<file path="config.mk">
export PLATFORM = sky130hd
export DESIGN_NAME = msrv32_pc_gen_flat
export DESIGN_NICKNAME = d
export VERILOG_FILES = /design/src/rtl/msrv32_pkg.sv /design/src/rtl/msrv32_pc_gen_if.sv /design/src/rtl/msrv32_pc_next_sel.sv /design/src/rtl/msrv32_pc_gen.sv /design/src/flat_wrapper.sv
export SDC_FILE = /design/constraint.sdc
export NUM_CORES = 1
export LEC_CHECK = 0
export CAP_MARGIN = 20
export CORE_ASPECT_RATIO = 1.2
export CORE_UTILIZATION = 45
export DETAILED_ROUTE_END_ITERATION = 7
export PLACE_DENSITY = 0.86
export SLEW_MARGIN = 20
export SYNTH_ARGS = -nofsm -noshare
export SYNTH_HDL_FRONTEND = slang
export SYNTH_SLANG_ARGS = --single-unit
</file>
<file path="constraint.sdc">
create_clock -name clk_in -period 5.5 [get_ports clk_in]
set_input_delay 0.825 -clock clk_in [delete_from_list [all_inputs] [get_ports clk_in]]
set_output_delay 0.825 -clock clk_in [all_outputs]
set_load 0.03 [all_outputs]
</file>
<file path="src/rtl/msrv32_pkg.sv">
// Shared definitions for the RV32I program-counter generator: redirect
// encodings, controller state and the IALIGN fault helper.
package msrv32_pkg;

  localparam logic [1:0] PC_BOOT = 2'b00;
  localparam logic [1:0] PC_EPC  = 2'b01;
  localparam logic [1:0] PC_TRAP = 2'b10;
  localparam logic [1:0] PC_NEXT = 2'b11;

  localparam logic [31:0] DEFAULT_BOOT_ADDRESS = 32'h0000_0000;

  typedef enum logic {
    BOOT = 1'b0,
    RUN  = 1'b1
  } pc_state_e;

  // With IALIGN=2 bit 0 of a target is always zero, so only IALIGN=4 can fault.
  function automatic logic ialign_fault(input logic addr_bit1, input int ialign);
    return (ialign == 4) && addr_bit1;
  endfunction

endpackage

</file>
<file path="src/rtl/msrv32_pc_gen_if.sv">
// Instruction-fetch request channel between the PC generator (master) and
// the instruction memory (slave).
interface msrv32_pc_gen_if #(
  parameter int WIDTH = 32
);
  logic             fetch_valid_out;
  logic             fetch_ready_in;
  logic [WIDTH-1:0] i_addr_out;

  modport master (
    output fetch_valid_out,
    output i_addr_out,
    input  fetch_ready_in
  );

  modport slave (
    input  fetch_valid_out,
    input  i_addr_out,
    output fetch_ready_in
  );
endinterface

</file>
<file path="src/rtl/msrv32_pc_next_sel.sv">
// Combinational next-address priority mux with taken-branch alignment check.
module msrv32_pc_next_sel
  import msrv32_pkg::*;
#(
  parameter int               WIDTH        = 32,
  parameter logic [WIDTH-1:0] BOOT_ADDRESS = WIDTH'(DEFAULT_BOOT_ADDRESS),
  parameter int               IALIGN       = 4
) (
  input  logic [1:0]       pc_src,
  input  logic [WIDTH-1:0] epc,
  input  logic [WIDTH-1:0] trap_address,
  input  logic             branch_taken,
  input  logic [WIDTH-2:0] iaddr,
  input  logic [WIDTH-1:0] cur_addr,
  output logic             redirect,
  output logic [WIDTH-1:0] redirect_addr,
  output logic [WIDTH-1:0] seq_addr,
  output logic [WIDTH-1:0] target,
  output logic             misaligned
);

  assign target   = {iaddr, 1'b0};
  assign seq_addr = cur_addr + WIDTH'(IALIGN);

  always_comb begin
    redirect      = 1'b1;
    redirect_addr = target;
    misaligned    = 1'b0;
    case (pc_src)
      PC_BOOT: redirect_addr = BOOT_ADDRESS;
      PC_EPC:  redirect_addr = epc;
      PC_TRAP: redirect_addr = trap_address;
      default: begin
        misaligned = branch_taken & ialign_fault(target[1], IALIGN);
        redirect   = branch_taken & ~misaligned;
      end
    endcase
  end

endmodule

</file>
<file path="src/rtl/msrv32_pc_gen.sv">
// Registered PC generator: owns the PC, issues fetches over valid/ready and
// parks redirects that arrive while a fetch is still waiting for acceptance.
module msrv32_pc_gen
  import msrv32_pkg::*;
#(
  parameter int               WIDTH        = 32,
  parameter logic [WIDTH-1:0] BOOT_ADDRESS = WIDTH'(DEFAULT_BOOT_ADDRESS),
  parameter int               IALIGN       = 4
) (
  input  logic              clk_in,
  input  logic              rst_in,
  input  logic [1:0]        pc_src_in,
  input  logic [WIDTH-1:0]  epc_in,
  input  logic [WIDTH-1:0]  trap_address_in,
  input  logic              branch_taken_in,
  input  logic [WIDTH-2:0]  iaddr_in,
  input  logic              stall_in,
  msrv32_pc_gen_if.master   fetch,
  output logic [WIDTH-1:0]  pc_out,
  output logic [WIDTH-1:0]  pc_plus_4_out,
  output logic              misaligned_instr_out,
  output logic [WIDTH-1:0]  misaligned_addr_out
);

  pc_state_e        state_p0;
  logic             fetch_valid_p0;
  logic [WIDTH-1:0] i_addr_p0;
  logic [WIDTH-1:0] pc_p0;
  logic [WIDTH-1:0] pc_plus_4_p0;
  logic             mis_p0;
  logic [WIDTH-1:0] mis_addr_p0;
  logic             pending_p0;
  logic [WIDTH-1:0] pending_addr_p0;

  logic             redirect;
  logic [WIDTH-1:0] redirect_addr;
  logic [WIDTH-1:0] seq_addr;
  logic [WIDTH-1:0] target;
  logic             misaligned;
  logic             accept;
  logic             blocked;

  msrv32_pc_next_sel #(
    .WIDTH        (WIDTH),
    .BOOT_ADDRESS (BOOT_ADDRESS),
    .IALIGN       (IALIGN)
  ) u_next_sel (
    .pc_src        (pc_src_in),
    .epc           (epc_in),
    .trap_address  (trap_address_in),
    .branch_taken  (branch_taken_in),
    .iaddr         (iaddr_in),
    .cur_addr      (i_addr_p0),
    .redirect      (redirect),
    .redirect_addr (redirect_addr),
    .seq_addr      (seq_addr),
    .target        (target),
    .misaligned    (misaligned)
  );

  assign accept  = fetch_valid_p0 & fetch.fetch_ready_in;
  assign blocked = fetch_valid_p0 & ~fetch.fetch_ready_in;

  always_ff @(posedge clk_in or negedge rst_in) begin
    if (!rst_in) begin
      state_p0        <= BOOT;
      fetch_valid_p0  <= 1'b0;
      i_addr_p0       <= BOOT_ADDRESS;
      pc_p0           <= BOOT_ADDRESS;
      pc_plus_4_p0    <= BOOT_ADDRESS + WIDTH'(IALIGN);
      mis_p0          <= 1'b0;
      mis_addr_p0     <= '0;
      pending_p0      <= 1'b0;
      pending_addr_p0 <= '0;
    end else if (state_p0 == BOOT) begin
      state_p0       <= RUN;
      fetch_valid_p0 <= 1'b1;
      i_addr_p0      <= BOOT_ADDRESS;
    end else begin
      mis_p0 <= misaligned;
      if (misaligned) mis_addr_p0 <= target;
      if (accept) begin
        pc_p0        <= i_addr_p0;
        pc_plus_4_p0 <= seq_addr;
      end
      // A blocked request must stay stable, so redirects wait in the pending slot.
      if (blocked) begin
        if (redirect) begin
          pending_p0      <= 1'b1;
          pending_addr_p0 <= redirect_addr;
        end
      end else if (redirect) begin
        i_addr_p0  <= redirect_addr;
        pending_p0 <= 1'b0;
      end else if (!misaligned) begin
        if (pending_p0) begin
          i_addr_p0  <= pending_addr_p0;
          pending_p0 <= 1'b0;
        end else if (!stall_in) begin
          i_addr_p0 <= seq_addr;
        end
      end
    end
  end

  assign fetch.fetch_valid_out = fetch_valid_p0;
  assign fetch.i_addr_out      = i_addr_p0;
  assign pc_out                = pc_p0;
  assign pc_plus_4_out         = pc_plus_4_p0;
  assign misaligned_instr_out  = mis_p0;
  assign misaligned_addr_out   = mis_addr_p0;

endmodule

</file>
<file path="src/flat_wrapper.sv">
// flat-port wrapper written by rule: the top's interface ports become plain ports
module msrv32_pc_gen_flat import msrv32_pkg::*;
#(
  parameter int               WIDTH        = 32,
  parameter logic [WIDTH-1:0] BOOT_ADDRESS = WIDTH'(DEFAULT_BOOT_ADDRESS),
  parameter int               IALIGN       = 4
)
  (clk_in, rst_in, pc_src_in, epc_in, trap_address_in, branch_taken_in, iaddr_in, stall_in, pc_out, pc_plus_4_out, misaligned_instr_out, misaligned_addr_out, fetch_fetch_valid_out, fetch_i_addr_out, fetch_fetch_ready_in);
  msrv32_pc_gen_if #(.WIDTH(WIDTH)) fetch_i ();
  input  logic clk_in;
  input  logic rst_in;
  input  logic [1:0] pc_src_in;
  input  logic [WIDTH-1:0] epc_in;
  input  logic [WIDTH-1:0] trap_address_in;
  input  logic branch_taken_in;
  input  logic [WIDTH-2:0] iaddr_in;
  input  logic stall_in;
  output logic [WIDTH-1:0] pc_out;
  output logic [WIDTH-1:0] pc_plus_4_out;
  output logic misaligned_instr_out;
  output logic [WIDTH-1:0] misaligned_addr_out;
  output wire logic [$bits(fetch_i.fetch_valid_out)-1:0] fetch_fetch_valid_out;
  output wire logic [$bits(fetch_i.i_addr_out)-1:0] fetch_i_addr_out;
  input wire logic [$bits(fetch_i.fetch_ready_in)-1:0] fetch_fetch_ready_in;
  assign fetch_fetch_valid_out = fetch_i.fetch_valid_out;
  assign fetch_i_addr_out = fetch_i.i_addr_out;
  assign fetch_i.fetch_ready_in = fetch_fetch_ready_in;
  msrv32_pc_gen #(.WIDTH(WIDTH), .BOOT_ADDRESS(BOOT_ADDRESS), .IALIGN(IALIGN)) u_core (.clk_in(clk_in), .rst_in(rst_in), .pc_src_in(pc_src_in), .epc_in(epc_in), .trap_address_in(trap_address_in), .branch_taken_in(branch_taken_in), .iaddr_in(iaddr_in), .stall_in(stall_in), .fetch(fetch_i), .pc_out(pc_out), .pc_plus_4_out(pc_plus_4_out), .misaligned_instr_out(misaligned_instr_out), .misaligned_addr_out(misaligned_addr_out));
endmodule
</file>
==> results of run 1 <==
==> through the flow <==
stage	cell area, µm²	hold WS [ps]	total power [mW]	std cells	utilization [%]
6_report	11000	475	3.83	1194	62.8
3_5_place_dp	10400	466	2.67	1161	59.4
5_1_grt	11000	499	3.99	1194	62.8
4_1_cts	11000	479	3.84	1193	62.6
2_1_floorplan	8020	441	2.15	763	-
3_3_place_gp	10400	459	2.64	1160	59.3
==> flip-flops by register name (all words and copies together) (netlist names) <==
| signal | count |
|---|---|
| u_core.pc_out | 30 |
| u_core.fetch.fetch_valid_out | 1 |
| u_core.pending_addr_p0 | 32 |
| u_core.misaligned_addr_out | 31 |
| u_core.misaligned_instr_out | 1 |
| u_core.fetch.i_addr_out | 32 |
| u_core.pending_p0 | 1 |
| u_core.state_p0 | 1 |
| u_core.pc_plus_4_out | 32 |
==> worst min-delay path by stage <==
stage	startpoint	to	slack (ps)	cells past startpoint
detailed placement	u_core.pc_plus_4_out[19]$_DFFE_PN0P_	u_core.pc_plus_4_out[19]$_DFFE_PN0P_	470	1
floorplan	u_core.pending_addr_p0[24]$_DFFE_PN0P_	u_core.pending_addr_p0[24]$_DFFE_PN0P_	440	2
finish	u_core.pc_plus_4_out[19]$_DFFE_PN0P_	u_core.pc_plus_4_out[19]$_DFFE_PN0P_	480	1
global route	u_core.pending_addr_p0[11]$_DFFE_PN0P_	u_core.pending_addr_p0[11]$_DFFE_PN0P_	500	2
global placement	u_core.pending_addr_p0[24]$_DFFE_PN0P_	u_core.pending_addr_p0[24]$_DFFE_PN0P_	460	2
CTS	u_core.pc_plus_4_out[19]$_DFFE_PN0P_	u_core.pc_plus_4_out[19]$_DFFE_PN0P_	480	1
==> power by group <==
part	switching [mW]	internal, mW	leakage (nW)
clock	0.481	0.689	0.272
sequential	0.153	1.37	2.08
combinational	0.629	0.507	2.18
==> layout by cell type (no fill, tap or decap), types with 6 or more instances in the layout <==
cell type        Yosys  final
clkdlybuf4s50_1      0    228
dfrtp_1            160    160
nand2_1             93     93
mux2_2              88     88
o21ai_0             76     76
nor2_1              24     24
a22oi_1             22     22
a21oi_1             22     21
a22o_1              19     19
clkbuf_16            0     17
nor3_1              16     16
xnor2_1             15     15
nand3_1             14     13
inv_1               13     13
nor4_1               8      8
xor2_1               8      8
nand4_1              8      8
o31ai_1              8      8
buf_4                8      8
nand2b_1             7      7
o211ai_1             7      7
a21o_1               6      6
a221o_1              6      6
==> area by class of cell <==
| class | instances | area (µm²) | area share, % |
|---|---|---|---|
| clock buffers | 22 | 464 | 4.22 |
| clock inverters | 10 | 110 | 1.00 |
| inverters | 15 | 56.3 | 0.512 |
| multi-input cells | 526 | 3670 | 33.4 |
| flip-flops and latches | 161 | 4030 | 36.7 |
| well taps | 220 | 275 | 2.50 |
| repair buffers | 240 | 2390 | 21.7 |
==> cells by family after synthesis <==
kind of cell / share of synthesized area [%]
adder cells (fa/ha/maj): 0.156
XOR/XNOR: 2.51
multiplexers: 12.7
AND/OR/NAND/NOR: 12.1
AO/OA/AOI/OAI: 18.0
buffers and inverters: 4.20
flip-flops: 50.3
other: 0.0937
==> per-layer routing <==
metal	part of all wire, %	track usage (%)	vias to the layer above
met4	3.3	11.7	0
met2	47	41.3	402
met5	0	0	-
li1	-	-	3209
met1	40	34.4	3400
met3	9.0	7.32	69
==> results.md, run 1 <==
- Syn avg cell area: 10.5 µm²
- # setup viols final: 0
- Final antenna-violating net count: 0
- Highest-delay cell along the critical path: buf_2
- Main synth FF type: dfrtp_1
- Root buf cell: clkbuf_16
- Area leader, netlist: dfrtp_1
- Initial antenna violation count: 0
- Kind of critical path: input pin to register
- Most instantiated cells after synthesis: dfrtp_1 (160), nand2_1 (93), mux2_2 (88)
- Critical path launch point type: input pin
- Number of global-route vias before repair: 6,955
- Worst EP arrival: 3630 ps
- Congestion Overflow GR: 0
- Final WS setup: 2200 ps
- Lkg Pwr: 4.53 nW
- PostCTS Resize Cnt: 0
- Worst-path clk slew: 60 ps
- Setup crit end: u_core.fetch.i_addr_out[18]$_DFFE_PN0P_
- Slew Limit Headroom: 35.0%
- Detailed Route WL: 23,800 µm
- Yosys top cell area share: 49.9%
- Post-Syn Nets: 866
- Ant diodes: 0
- Synth Register Bits: 161
- Post-Syn Area: 0.00802 mm²
- Die Span Y: 148 µm
- Worst Hold Class: register to register
- Crit path from: pc_src_in[1]
- CP Buf/Inv Count: 2
- Die Area: 0.0184 mm²
- CTS Hold Bufs: 0
- Worst skew pair latency: 430 ps
- Max Clock Freq: 0.303 GHz
- Sink Count: 161
- Avg WL per Cell: 19.9 µm
- Crit-path max FO: 38
- Worst reg2reg path endpoint: u_core.fetch.i_addr_out[18]$_DFFE_PN0P_
- R2R cell count: 6
- Reg2reg start: u_core.pending_p0$_DFFE_PN0P_
- Final Slew Violations: 0
- Area contributors post-synth: dfrtp_1 (50%), mux2_2 (12%), o21ai_0 (4.7%), nand2_1 (4.4%), a22o_1 (2.1%)
- DR iter-0 viols: 644
- Worst Setup End Kind: register
- I/O Buffers: 230
- # IOs: 232
- Critical Path Stages: 7
- # Max-Cap Violations: 0
- Dpl hpwl: 17,000 µm
- Vias after detailed routing: 7,080
- Crit path cell chain: buf_2 > nand2_1 > nor2_1 > buf_4 > nand3_1 > o311a_1 > o21ai_0
- Post-synthesis cell type count: 66
- Async SR Flop Fraction: 100%
- Status: finished clean
- Unrepaired setup endpoints after global routing: false
- CTS tree: yes
- Final Skew: 9.94 ps
- Post-CTS Setup Bufs: 0
- Final hold vios: 0
- P per Cell Area: 349 mW/mm²
- Core ar.: 0.0175 mm²
- Die width: 124 µm
- Most frequent cell after synthesis: dfrtp_1
- Largest net degree at the start of global routing: 114
- H-tree depth: 4
- Highest cell delay on the worst timing path: 640 ps
- Ys Warns: 0
- Share of cells above drive strength 1: 15.0%
- Layout net count: 1,064
- Max VDD drop: 202 µV
- Fillers: 1,395
- Worst-case clock buffer depth: 2
- Register-to-register setup slack: 2490 ps
- Crit path max-delay family: simple AND/OR/NAND/NOR gates
- Row cnt: 53
- TritonRoute pass-1 iters: 7
- Initial Util: 45.8%
- Place WS: 1940 ps
- Final period util: 59.9%
- Area Overhead vs Synth: 37.1%
- Crit path time final: 3300 ps
- Setup TNS Final: 0 ps
- Sequential share of the synthesized area: 50.3%
- Drt drc: 0
- CTS buffer count: 17
- Syn Inst Count: 763
- Tot GR Track Use: 26.6%
- Tightest Pin Transition: 968 ps
- Via-to-Cell Ratio: 5.93
- Number of flops mapped to enable cells by yosys: 0
- Req. time, crit path: 5830 ps
- RePlAce Congestion: 0.874
- First-pass GRT wire length: 37,200 µm
Power figures use the tool's default switching activity.
==> run 2: changes to the inputs <==
Settings changed: CORE_UTILIZATION 45 to 43.
Clock period 5.5 ns to 2.8 ns, I/O delays scaled along.
==> results.md, run 2 (synthesis results as in run 1) <==
- Max Clock Freq: 0.396 GHz
- Final WS setup: 275 ps (-1930 ps)
- Root buf cell: clkbuf_16
- Worst Hold Class: register to register
- CTS buffer count: 17 (unchanged)
- Largest net degree at the start of global routing: 66 (-42%)
- Kind of critical path: register to register
- Area Overhead vs Synth: 40.0%
- Crit path from: u_core.fetch.i_addr_out[3]$_DFFE_PN0P_
- Psw: 2.46 mW (+95%)
- Vias after detailed routing: 7,152 (+1.0%)
- Congestion Overflow GR: 0 (unchanged)
- Number of global-route vias before repair: 6,933 (-0.32%)
- Die Span Y: 152 µm (+2.3%)
- Final period util: 90.2%
- Highest cell delay on the worst timing path: 700 ps (+60 ps)
- Crit path cell chain: ha_1 > nand2_1 > or4_1 > or4_4 > a211oi_2 > a21o_1
- Die Area: 0.0192 mm² (+4.6%)
- Sink Count: 161 (unchanged)
- Clk pwr share: 31.4% (+0.9 points)
- Share of cells above drive strength 1: 16.8% (+1.8 points)
- Ant diodes: 0 (unchanged)
- Final hold vios: 0 (unchanged)
- Final Slew Violations: 0 (unchanged)
- Setup TNS Final: 0 ps (unchanged)
- DR iter-0 viols: 704 (+9.3%)
- Dpl hpwl: 17,700 µm (+4.0%)
- Reg power frac: 38.9% (-0.9 points)
- Commonest cells after routing, fill and taps aside: clkdlybuf4s50_1 (228), dfrtp_1 (160), nand2_1 (93)
- Max VDD drop: 424 µV (+110%)
- Die width: 127 µm (+2.3%)
- RePlAce Congestion: 0.883 (+1.1%)
- Drt drc: 0 (unchanged)
- Initial Util: 43.9% (-1.8 points)
- P per Cell Area: 682 mW/mm² (+96%)
- # setup viols final: 0 (unchanged)
- R2R cell count: 6 (unchanged)
- Worst skew pair latency: 430 ps (about the same)
- Slew Limit Headroom: 43.7% (+8.7 points)
- Place WS: 160 ps (-1780 ps)
- Crit path time final: 2520 ps
- Unrepaired setup endpoints after global routing: false
- Worst-path clk slew: 60 ps (about the same)
- Setup crit end: u_core.fetch.i_addr_out[26]$_DFFE_PN0P_
- Layout net count: 1,088 (+2.3%)
- Final antenna-violating net count: 0 (unchanged)
- Crit-path max FO: 9 (-76%)
- Comb power frac: 29.8% (+0.2 points)
- First-pass GRT wire length: 37,900 µm (+1.9%)
- Highest-delay cell along the critical path: or4_1
- Initial antenna violation count: 0 (unchanged)
- Tot GR Track Use: 25.8% (-0.77 points)
- Register-to-register setup slack: 280 ps (-2210 ps)
- Worst reg2reg path endpoint: u_core.fetch.i_addr_out[26]$_DFFE_PN0P_
- I/O Buffers: 230 (unchanged)
- # IOs: 232 (unchanged)
- Most common cell after layout, fill and taps aside: clkdlybuf4s50_1
- Status: finished clean
- Reg2reg start: u_core.fetch.i_addr_out[3]$_DFFE_PN0P_
- Detailed Route WL: 24,100 µm (+1.5%)
- Worst Setup End Kind: register
- Sw Ratio: 32.1% (-0.81 points)
- Row cnt: 54 (+1.9%)
- Lkg Pwr: 4.68 nW (+3.3%)
- # Max-Cap Violations: 0 (unchanged)
- Final Skew: 6.70 ps (-3.24 ps)
- Worst-case clock buffer depth: 2 (unchanged)
- H-tree depth: 4 (unchanged)
- Avg WL per Cell: 19.7 µm (-0.85%)
- Int Pwr: 5.19 mW (+100%)
- CTS tree: yes
- Via-to-Cell Ratio: 5.85 (-1.3%)
- Tightest Pin Transition: 837 ps (-131 ps)
- Fillers: 1,496 (+7.2%)
- Core ar.: 0.0182 mm² (+4.2%)
- Worst EP arrival: 2900 ps (-730 ps)
- Critical path launch point type: register
- Req. time, crit path: 3170 ps (-2660 ps)
- TritonRoute pass-1 iters: 6 (-1)
run 2: cell types whose count changed in the layout (fill, tap and decap cells not counted), sizes merged:
cell / before / now
dlygate4sd3: 0 / 1
clkinvlp: 4 / 0
buf: 11 / 35
inv: 13 / 14
clkinv: 6 / 7
bufinv: 2 / 3
run 2: per-stage QoR:
stage / area [µm²] / std cells / hold slack [ps] / util, % / total power [mW]
5_1_grt: 11200 / 1222 / 494 / 61.5 / 7.96
4_1_cts: 11200 / 1222 / 474 / 61.5 / 7.70
6_report: 11200 / 1222 / 472 / 61.5 / 7.65
2_1_floorplan: 8020 / 763 / 124 / - / 4.22
3_3_place_gp: 10600 / 1189 / 444 / 58.1 / 5.22
3_5_place_dp: 10600 / 1189 / 444 / 58.1 / 5.28
run 2: final cells by class:
class	instances	area, µm²	share of cell area [%]
Sequential cell	161	4030	35.9
Tap cell	224	280	2.50
Clock buffer	23	478	4.26
Multi-Input combinational cell	526	3670	32.7
Clock inverter	9	128	1.14
Timing Repair Buffer	264	2580	23.0
Inverter	15	56.3	0.502
run 2: critical path: cells and delay by family (launching register included):
kind,cells,cell delay (ps)
adder cells (fa/ha/maj),1,290
AND/OR/NAND/NOR,3,1420
flip-flops,1,430
AO/OA/AOI/OAI,2,330
run 2: layer usage:
metal / global-route usage [%] / share of wire, % / vias to the layer above
met5: 0 / 0 / -
met4: 11.4 / 2.6 / 0
met3: 6.88 / 9.1 / 53
met2: 40.4 / 47 / 424
met1: 33.8 / 42 / 3437
li1: - / - / 3238
run 2: worst min-delay path by stage:
stage	from	endpoint	cells after the start
floorplan	rst_in	u_core.fetch.fetch_valid_out$_DFFE_PN0N_	0
global placement	rst_in	u_core.pc_out[24]$_DFFE_PN0P_	1
detailed placement	rst_in	u_core.pc_plus_4_out[28]$_DFFE_PN0P_	1
CTS	u_core.misaligned_addr_out[1]$_DFFE_PN0P_	u_core.misaligned_addr_out[1]$_DFFE_PN0P_	1
global route	u_core.pc_plus_4_out[12]$_DFFE_PN0P_	u_core.pc_plus_4_out[12]$_DFFE_PN0P_	2
finish	u_core.misaligned_addr_out[1]$_DFFE_PN0P_	u_core.misaligned_addr_out[1]$_DFFE_PN0P_	1
run 2: repair_timing:
action	4_1_cts	5_1_grt
hold endpoints to repair	54	0
hold buffers	1	0
buffers inserted	0	0
resized for setup	0	0
run 2: power groups by stage:
| stage | Clock, mW | Sequential (mW) | Combinational (mW) |
|---|---|---|---|
| global route | 2.53 | 3.02 | 2.42 |
| floorplan | 0 | 3.54 | 0.685 |
| finish | 2.40 | 2.98 | 2.28 |
| global placement | 0 | 2.99 | 2.23 |
| detailed placement | 0 | 3.01 | 2.27 |
| CTS | 2.44 | 2.97 | 2.28 |
==> run 3: changes to the inputs <==
Settings changed: ABC_CLOCK_PERIOD_IN_PS from default to 2800, CORE_UTILIZATION 43 to 45, DONT_BUFFER_PORTS from default to 1, PLACE_DENSITY 0.86 to 0.65.
==> results.md, run 3 (synthesis results as in run 1) <==
- Worst Hold Class: input pin to asynchronous set/reset pin
- Fillers: 1,590 (+6.3%)
- Largest net degree at the start of global routing: 162 (+150%)
- Req. time, crit path: 3160 ps (about the same)
- Tightest Pin Transition: 760 ps (-76.9 ps)
- Number of global-route vias before repair: 6,185 (-11%)
- Slew Limit Headroom: 49.3% (+5.6 points)
- Area Overhead vs Synth: 11.4%
- Final hold vios: 161 (+161)
- Avg WL per Cell: 23.2 µm (+18%)
- Tot GR Track Use: 26.0% (+0.18 points)
- Detailed Route WL: 23,100 µm (-4.2%)
- Worst-path clk slew: 60 ps (about the same)
- Placed insts: 964 (-19%)
- Post-CTS Setup Bufs: 0 (unchanged)
- Non-filler cells, final: 996 (-18%)
- Max VDD drop: 438 µV (+3.3%)
- PostCTS Resize Cnt: 0 (unchanged)
- Die Span Y: 148 µm (-2.2%)
- Worst skew pair latency: 430 ps (about the same)
- Die Area: 0.0184 mm² (-4.4%)
- Int Pwr: 4.43 mW (-15%)
- Final WS setup: 352 ps (+76.8 ps)
- Highest cell delay on the worst timing path: 720 ps (+20 ps)
- Psw: 2.32 mW (-5.6%)
- Comb power frac: 14.9% (-15 points)
- Layout net count: 866 (-20%)
- Highest-delay cell along the critical path: or4_1
- Worst-case clock buffer depth: 2 (unchanged)
- Max Clock Freq: 0.409 GHz (+3.1%)
- Worst Setup End Kind: register
- Row cnt: 53 (-1.9%)
- Final Slew Violations: 0 (unchanged)
- H-tree depth: 4 (unchanged)
- Final antenna-violating net count: 0 (unchanged)
- Crit-path max FO: 9 (unchanged)
- # setup viols final: 0 (unchanged)
- Die width: 124 µm (-2.2%)
- P per Cell Area: 756 mW/mm² (+11%)
- TritonRoute pass-1 iters: 6 (unchanged)
- Final period util: 87.4% (-2.7 points)
- Setup TNS Final: 0 ps (unchanged)
- Final core area utilization: 51.0% (-10 points)
- Reg power frac: 51.9% (+13 points)
- Reg2reg start: u_core.fetch.i_addr_out[3]$_DFFE_PN0P_
- Sink Count: 161 (unchanged)
- Vias after detailed routing: 6,106 (-15%)
- Most common cell after layout, fill and taps aside: dfrtp_1
- Unrepaired setup endpoints after global routing: false
- Crit path cell chain: ha_1 > nand2_1 > or4_1 > or4_4 > a211oi_2 > a21o_1
- Lkg Pwr: 3.83 nW (-18%)
- Initial Util: 45.8% (+1.8 points)
- Via-to-Cell Ratio: 6.13 (+4.7%)
- Status: complete, but fails checks
- Root buf cell: clkbuf_16
- Critical path launch point type: register
- Clk pwr share: 33.3% (+1.9 points)
- Drt drc: 0 (unchanged)
- Worst reg2reg path endpoint: u_core.fetch.i_addr_out[26]$_DFFE_PN0P_
- Place WS: 256 ps (+96.0 ps)
- Register-to-register setup slack: 350 ps (+80 ps)
- Violated checks: hold timing
- CTS buffer count: 17 (unchanged)
- Hold Slack: -315 ps (-787 ps)
- Initial antenna violation count: 1 (+1)
- R2R cell count: 6 (unchanged)
- Final Skew: 6.97 ps (+0.272 ps)
- Worst EP arrival: 2810 ps (-90 ps)
- Kind of critical path: register to register
- Core ar.: 0.0175 mm² (-4.0%)
- Crit path time final: 2450 ps (-76.8 ps)
- Congestion Overflow GR: 0 (unchanged)
- I/O Buffers: 0 (-100%)
- Sw Ratio: 34.4% (+2.3 points)
- RePlAce Congestion: 0.858 (-2.8%)
- Share of cells above drive strength 1: 22.8% (+6.0 points)
- DR iter-0 viols: 497 (-29%)
- # Max-Cap Violations: 0 (unchanged)
- Commonest cells after routing, fill and taps aside: dfrtp_1 (160), nand2_1 (93), mux2_2 (88)
- Dpl hpwl: 16,600 µm (-6.3%)
- # IOs: 232 (unchanged)
- First-pass GRT wire length: 35,600 µm (-6.3%)
- CTS tree: yes
==> run 3: area by class of cell <==
cell class | instances | area [µm²] | share of cell area [%]
tap | 220 | 275 | 3.08
inverter | 15 | 56.3 | 0.630
multi-input combinational | 526 | 3670 | 41.0
sequential | 161 | 4030 | 45.1
timing repair buffer | 42 | 328 | 3.67
clock inverter | 11 | 106 | 1.19
antenna | 1 | 2.50 | 0.0280
clock buffer | 20 | 467 | 5.23
==> run 3: layer usage <==
| metal | share of wire, % | GRT usage [%] | vias up |
|---|---|---|---|
| met4 | 1.9 | 9.10 | 0 |
| met3 | 8.3 | 6.17 | 40 |
| met2 | 47 | 39.9 | 311 |
| li1 | - | - | 2789 |
| met5 | 0 | 0 | - |
| met1 | 43 | 35.6 | 2966 |
==> run 3: worst max path at each step <==
stage,end,slack (ps),startpoint
after floorplan,u_core.fetch.i_addr_out[26]$_DFFE_PN0P_,380,u_core.fetch.i_addr_out[2]$_DFFE_PN0P_
after global placement,u_core.fetch.i_addr_out[7]$_DFFE_PN0P_,430,u_core.state_p0$_DFF_PN0_
after detailed placement,u_core.fetch.i_addr_out[7]$_DFFE_PN0P_,260,u_core.state_p0$_DFF_PN0_
after CTS,u_core.fetch.i_addr_out[7]$_DFFE_PN0P_,250,u_core.state_p0$_DFF_PN0_
after global routing,u_core.fetch.i_addr_out[26]$_DFFE_PN0P_,220,u_core.fetch.i_addr_out[2]$_DFFE_PN0P_
final,u_core.fetch.i_addr_out[26]$_DFFE_PN0P_,350,u_core.fetch.i_addr_out[3]$_DFFE_PN0P_
==> run 3: stage by stage <==
stage / total power [mW] / hold WS [ps] / cell area, µm²
after CTS: 6.80 / -335 / 8930
after global placement: 4.50 / 128 / 8350
after detailed placement: 4.54 / 127 / 8350
final: 6.75 / -315 / 8930
after floorplan: 4.22 / 124 / 8020
after global routing: 7.03 / -336 / 8930
==> run 3: critical path: cells and delay by family (launching register included) <==
kind	cells	cell delay, ps
AOI/OAI and AO/OA	2	330
adders and majority gates	1	240
DFF	1	370
and+or+nand+nor	3	1440
==> run 3: power groups by stage <==
stage,registers [mW],logic (mW),clock network (mW)
after CTS,3.50,0.999,2.30
after detailed placement,3.54,0.997,0
after global routing,3.55,1.09,2.39
final,3.50,1.00,2.25
after global placement,3.53,0.967,0
after floorplan,3.54,0.685,0
